$ cat src/rtl/posicionador_de_navios.sv
// Ship-placement writer for the naval battle game: validates each confirmed
// placement against the board bounds and the ships already placed, then commits or rejects it.
module posicionador_de_navios #(
  parameter int unsigned TAM_NAVIO0 = 3,
  parameter int unsigned TAM_NAVIO1 = 2,
  parameter int unsigned TAM_NAVIO2 = 1
) (
  input  logic       clock,
  input  logic       reset,
  input  logic       enable,
  input  logic [2:0] coordColuna,
  input  logic [2:0] coordLinha,
  input  logic       orientacao,
  input  logic       confirmar,
  output logic [6:0] mapa0,
  output logic [6:0] mapa1,
  output logic [6:0] mapa2,
  output logic [6:0] mapa3,
  output logic [6:0] mapa4,
  output logic [1:0] navio_atual,
  output logic       pronto,
  output logic       LED_R,
  output logic       LED_G
);

  localparam logic [3:0] TAM0 = 4'(TAM_NAVIO0);
  localparam logic [3:0] TAM1 = 4'(TAM_NAVIO1);
  localparam logic [3:0] TAM2 = 4'(TAM_NAVIO2);

  typedef enum logic [2:0] {ESPERA, VERIFICA, GRAVA, REJEITA, FIM} estado_t;

  estado_t          estado_q, estado_d;
  logic             confirmar_q;
  logic [2:0]       col_q, col_d;
  logic [2:0]       lin_q, lin_d;
  logic             ori_q, ori_d;
  logic [3:0]       tam_q, tam_d;
  logic [4:0][6:0]  mapa_q, mapa_d;
  logic [4:0][6:0]  pegada_q, pegada_d;
  logic [1:0]       navio_q, navio_d;
  logic             pronto_q, pronto_d;
  logic             led_r_q, led_r_d;
  logic             led_g_q, led_g_d;

  logic             evento;
  logic [3:0]       tam_atual;
  logic [6:0]       linhas_v;
  logic [6:0]       bit_h;
  logic [4:0]       colunas_h;
  logic [4:0]       col_sel;
  logic [4:0][6:0]  pegada;
  logic             fora;
  logic             sobre;

  assign evento    = confirmar & ~confirmar_q;
  assign tam_atual = (navio_q == 2'd0) ? TAM0 : (navio_q == 2'd1) ? TAM1 : TAM2;

  // Footprint of the latched placement: a run of rows in one column (vertical)
  // or one row across a run of columns (horizontal).
  assign linhas_v  = 7'((((16'd1 << tam_q) - 16'd1) << lin_q));
  assign bit_h     = 7'((16'd1 << lin_q));
  assign colunas_h = 5'((((16'd1 << tam_q) - 16'd1) << col_q));
  assign col_sel   = 5'((16'd1 << col_q));

  for (genvar k = 0; k < 5; k++) begin : g_coluna
    assign pegada[k] = ori_q ? (col_sel[k]   ? linhas_v : 7'd0)
                             : (colunas_h[k] ? bit_h    : 7'd0);
  end

  assign fora  = (col_q > 3'd4) || (lin_q > 3'd6)
              || (!ori_q && (({1'b0, col_q} + tam_q - 4'd1) > 4'd4))
              || ( ori_q && (({1'b0, lin_q} + tam_q - 4'd1) > 4'd6));
  assign sobre = |(pegada & mapa_q);

  always_comb begin
    // NOTE: every _d starts from its _q so no branch below can leave a value unassigned (no latches).
    estado_d = estado_q;
    col_d    = col_q;
    lin_d    = lin_q;
    ori_d    = ori_q;
    tam_d    = tam_q;
    mapa_d   = mapa_q;
    pegada_d = pegada_q;
    navio_d  = navio_q;
    pronto_d = pronto_q;
    led_r_d  = led_r_q;
    led_g_d  = led_g_q;
    case (estado_q)
      ESPERA: begin
        if (evento && !pronto_q) begin
          estado_d = VERIFICA;
          col_d    = coordColuna;
          lin_d    = coordLinha;
          ori_d    = orientacao;
          tam_d    = tam_atual;
        end
      end
      VERIFICA: begin
        pegada_d = pegada;
        estado_d = (fora || sobre) ? REJEITA : GRAVA;
      end
      GRAVA: begin
        mapa_d  = mapa_q | pegada_q;
        navio_d = navio_q + 2'd1;
        led_g_d = 1'b1;
        led_r_d = 1'b0;
        if (navio_q == 2'd2) begin
          pronto_d = 1'b1;
          estado_d = FIM;
        end else begin
          estado_d = ESPERA;
        end
      end
      REJEITA: begin
        led_r_d  = 1'b1;
        led_g_d  = 1'b0;
        estado_d = ESPERA;
      end
      FIM:     estado_d = FIM;
      default: estado_d = ESPERA;
    endcase
  end

  always_ff @(posedge clock) begin
    // NOTE: state is only ever updated with <= so every flop samples pre-edge values.
    if (reset) begin
      estado_q    <= ESPERA;
      confirmar_q <= 1'b0;
      col_q       <= '0;
      lin_q       <= '0;
      ori_q       <= 1'b0;
      tam_q       <= '0;
      mapa_q      <= '0;
      pegada_q    <= '0;
      navio_q     <= '0;
      pronto_q    <= 1'b0;
      led_r_q     <= 1'b0;
      led_g_q     <= 1'b0;
    end else if (!enable) begin
      // The button is still tracked so a press held across enable gives no event.
      estado_q    <= ESPERA;
      confirmar_q <= confirmar;
      col_q       <= '0;
      lin_q       <= '0;
      ori_q       <= 1'b0;
      tam_q       <= '0;
      mapa_q      <= '0;
      pegada_q    <= '0;
      navio_q     <= '0;
      pronto_q    <= 1'b0;
      led_r_q     <= 1'b0;
      led_g_q     <= 1'b0;
    end else begin
      estado_q    <= estado_d;
      confirmar_q <= confirmar;
      col_q       <= col_d;
      lin_q       <= lin_d;
      ori_q       <= ori_d;
      tam_q       <= tam_d;
      mapa_q      <= mapa_d;
      pegada_q    <= pegada_d;
      navio_q     <= navio_d;
      pronto_q    <= pronto_d;
      led_r_q     <= led_r_d;
      led_g_q     <= led_g_d;
    end
  end

  assign mapa0       = mapa_q[0];
  assign mapa1       = mapa_q[1];
  assign mapa2       = mapa_q[2];
  assign mapa3       = mapa_q[3];
  assign mapa4       = mapa_q[4];
  assign navio_atual = navio_q;
  assign pronto      = pronto_q;
  assign LED_R       = led_r_q;
  assign LED_G       = led_g_q;

endmodule

$ cat config.mk
export PLATFORM = sky130hd
export DESIGN_NAME = posicionador_de_navios
export DESIGN_NICKNAME = d
export VERILOG_FILES = /design/src/rtl/posicionador_de_navios.sv
export SDC_FILE = /design/constraint.sdc
export NUM_CORES = 1
export LEC_CHECK = 0
export CAP_MARGIN = 0
export CORE_MARGIN = 3
export CORE_UTILIZATION = 44
export CTS_CLUSTER_SIZE = 14
export DETAILED_ROUTE_END_ITERATION = 10
export DONT_BUFFER_PORTS = 1
export PLACE_DENSITY = 0.61
export SLEW_MARGIN = 10
export SYNTH_ARGS = -nofsm -noshare
export SYNTH_HDL_FRONTEND = slang
export SYNTH_SLANG_ARGS = --single-unit
$ cat constraint.sdc
create_clock -name clock -period 8.94 [get_ports clock]
set_clock_uncertainty 0.1 [all_clocks]
set_input_delay 1.788 -clock clock [delete_from_list [all_inputs] [get_ports clock]]
set_output_delay 1.788 -clock clock [all_outputs]
set_load 0.01 [all_outputs]
==> results by group <==
Floorplan
  – Die height: 107 µm
  – Core ar.: 9860 µm²
  – Chip width: 107 µm
  – Die area: 11500 µm²
  – Rows: 36
  – Number of I/O pins: 51
  – Starting Density: 45.8%

Placement
  – Post-DP HPWL: 8700 µm
  – Buffers on Ports: 0
  – GPL Wtd Cong: 0.958
  – Placed cell areas: 4480 µm²
  – Pre-CTS setup slack: 5.49 ns

Timing
  – Final setup margin: 5.53 ns
  – Final setup fails: 0
  – Final min period: 3.41 ns
  – Fin. Hold Viols: 0
  – RSZ-0062 raised after global routing: false
  – Fin crit share: 38.1%
  – Worst-margin pin slew: 1.12 ns
  – F_max: 293 MHz
  – Slew HR: 25.1%
  – Hold slack: 0.360 ns
  – Slew Viols, Final: 0
  – Fin Setup TNS: 0 ns

Power and ir drop
  – Peak VDD IR: 92.1 µV
  – P_leak: 1.63 nW
  – Power Total: 0.000759 W
  – PwrDens: 162 nW/µm²

Clock network
  – Num CTS Buffers: 9
  – H-tree depth: 3
  – Root buf cell: clkbuf_8
  – Clock buffer depth: 2
  – Clock Sinks: 88
  – CTS-repair resized insts: 0
  – CTS Hold Bufs: 0
  – Clock-pin slew on the worst setup and hold paths: 0.09 ns
  – Post-CTS setup buffers: 0
  – CTS tree: built
  – Clock latency at the later pin of the worst-skew pair: 0.36 ns

Worst setup path
  – Worst EP required: 9.08 ns
  – Max FO, Critical Path: 19
  – Buffer and inverter count on the worst path: 2
  – Critical path's top delay family: adder cells
  – Worst path cell trace: inv_1, ha_1, inv_1, ha_1, fa_1, xor2_1, o211ai_1, o31a_1, a211oi_1, nand4_1, nor4_1, a31oi_1
  – Startpoint Class: register
  – Worst path slowest cell: dfxtp_1
  – Setup Crit Path Kind: register to register
  – Worst path max stage delay: 0.72 ns
  – Critical Path AT: 3.55 ns
  – CP Capture Type: register

Global routing
  – First-pass GRT wire length: 20000 µm
  – Largest net degree at the start of global routing: 88
  – Grt ovf: 0
  – Initial antenna violation count: 0
  – Gr usage total: 21.8%
  – Vias in the first global route: 3705

Detailed routing
  – DRC violations left: 0
  – TritonRoute pass-1 iters: 7
  – Drt total wl: 12500 µm
  – DRT antenna net count: 0
  – Via count: 4020
  – Initial DRC Count: 476
  – DR WL/cell: 19.2 µm
  – Vias/cell: 6.18

Final layout
  – Layout cells sized above 1: 8.11%
  – Nets: 537
  – Area Overhead vs Synth: 3.65%
  – Fill cells: 964
  – Final cell area excluding filler cells: 4690 µm²
  – Diodes inserted: 0

Synth
  – Syn nets: 563
  – Sequential area share after synthesis: 39.0%
  – Post-synth EDFFs: 0
  – Synth Area per Inst: 8.39 µm²
  – Synth cell types: 68
  – Synth Flop Type: dfxtp_1
  – Yosys synthesis warning count: 0
  – Post-Syn Instances: 539
  – Post-synthesis cell area: 4520 µm²
  – Synthesis-stage register bit count: 88
  – Asr flop ratio synth: 0%

Job
  – Max_cap viols: 0

Status
  – Status: finished, final reports clean

Worst hold path
  – Type of the worst min-delay path: register to register
## synth_stat cells, types with 3 or more instances
master / instances / share of area (%)
nor2_1: 92 / 7.6
dfxtp_1: 88 / 39
a21oi_1: 54 / 6.0
clkbuf_1: 31 / 2.6
nor3_1: 31 / 3.4
nand2_1: 30 / 2.5
a221oi_1: 21 / 4.1
inv_1: 17 / 1.4
a22oi_1: 12 / 2.0
ha_1: 11 / 3.0
nand3_1: 11 / 1.2
clkbuf_8: 9 / 2.7
mux2i_1: 9 / 2.0
a211oi_1: 8 / 1.3
a22o_1: 8 / 1.5
nor2b_1: 8 / 1.1
a32oi_1: 7 / 1.4
and3_1: 7 / 0.97
nor4b_1: 5 / 0.97
nand4_1: 4 / 0.55
nor4_1: 4 / 0.55
o22ai_1: 4 / 0.55
a211o_1: 3 / 0.58
a31oi_1: 3 / 0.42
and4b_1: 3 / 0.66
nand2b_1: 3 / 0.42
nor4b_2: 3 / 1.0
nor4bb_1: 3 / 0.66
## per-stage QoR
step | instances | util (%)
floorplan | 539 | -
global placement | 635 | 45.5
detailed placement | 635 | 45.5
CTS | 651 | 47.5
global route | 651 | 47.5
finish | 651 | 47.5
## per-layer routing
layer  track usage, %  wire [µm]
met1             31.6       5720
met2             31.5       5420
met4             7.48        332
met5                0          0
met3             5.46       1050
## where the power goes
part	switching, W	internal [W]
combinational	0.0000470	0.0000236
sequential	0.00000950	0.000397
clock	0.000149	0.000134
total	0.000205	0.000554
## sequential cells by signal (all words and copies together) (netlist names), 2 cells and up
register     flops
pegada_q        35
mapa0            7
mapa1            7
mapa2            7
mapa3            7
mapa4            7
col_q            3
estado_q         3
lin_q            3
navio_atual      2
tam_q            2
## cell families after synthesis
group           synth area share (%)
simple gates                    24.7
compound gates                  21.9
flops                           39.0
buf+inv                         7.66
fa+ha+maj                       4.18
mux                             1.99
xor+xnor                       0.581
## final cells by class
cell class	count	area [µm²]	share of cell area [%]
tap	133	166	3.55
inverter	19	71.3	1.52
clock inverter	6	75.1	1.60
timing repair buffer	8	60.1	1.28
sequential	88	1760	37.6
multi-input combinational	387	2420	51.7
clock buffer	10	128	2.72
## worst register-to-register path: stages (launching register included)
cell and delay [ns]:
dfxtp_1 0.72, inv_1 0.29, ha_1 0.35, inv_1 0.04
ha_1 0.19, fa_1 0.38, xor2_1 0.14, o211ai_1 0.11
o31a_1 0.18, a211oi_1 0.23, nand4_1 0.16, nor4_1 0.30
a31oi_1 0.11
## path summary, 6_finish.rpt
path	from	to	slack (ns)	cells past startpoint
max	lin_q[1]	estado_q[0]	5.53	12
min reg2reg	pegada_q[21]	pegada_q[21]	0.36	2
max reg2reg	lin_q[1]	estado_q[0]	5.53	12
min	pegada_q[21]	pegada_q[21]	0.36	2
## cells in the final DEF (no fill, tap or decap), types with 3 or more instances in the layout
master     n
nor2b_1    8
clkbuf_8   9
nor2_1    91
and3_1     7
dfxtp_1   88
inv_1     17
and4b_1    3
nor4_1     4
a32oi_1    7
nand3_1   11
nand2_1   30
nor4b_2    4
a221oi_1  21
nor4bb_1   3
o22ai_1    4
a211o_1    3
nor3_1    31
mux2i_1    9
a22oi_1   12
ha_1      11
nor4b_1    4
a21oi_1   54
a31oi_1    3
a22o_1     8
a211oi_1   8
buf_4      8
nand4_1    4
Note: power is estimated with default switching activity, not from simulation.
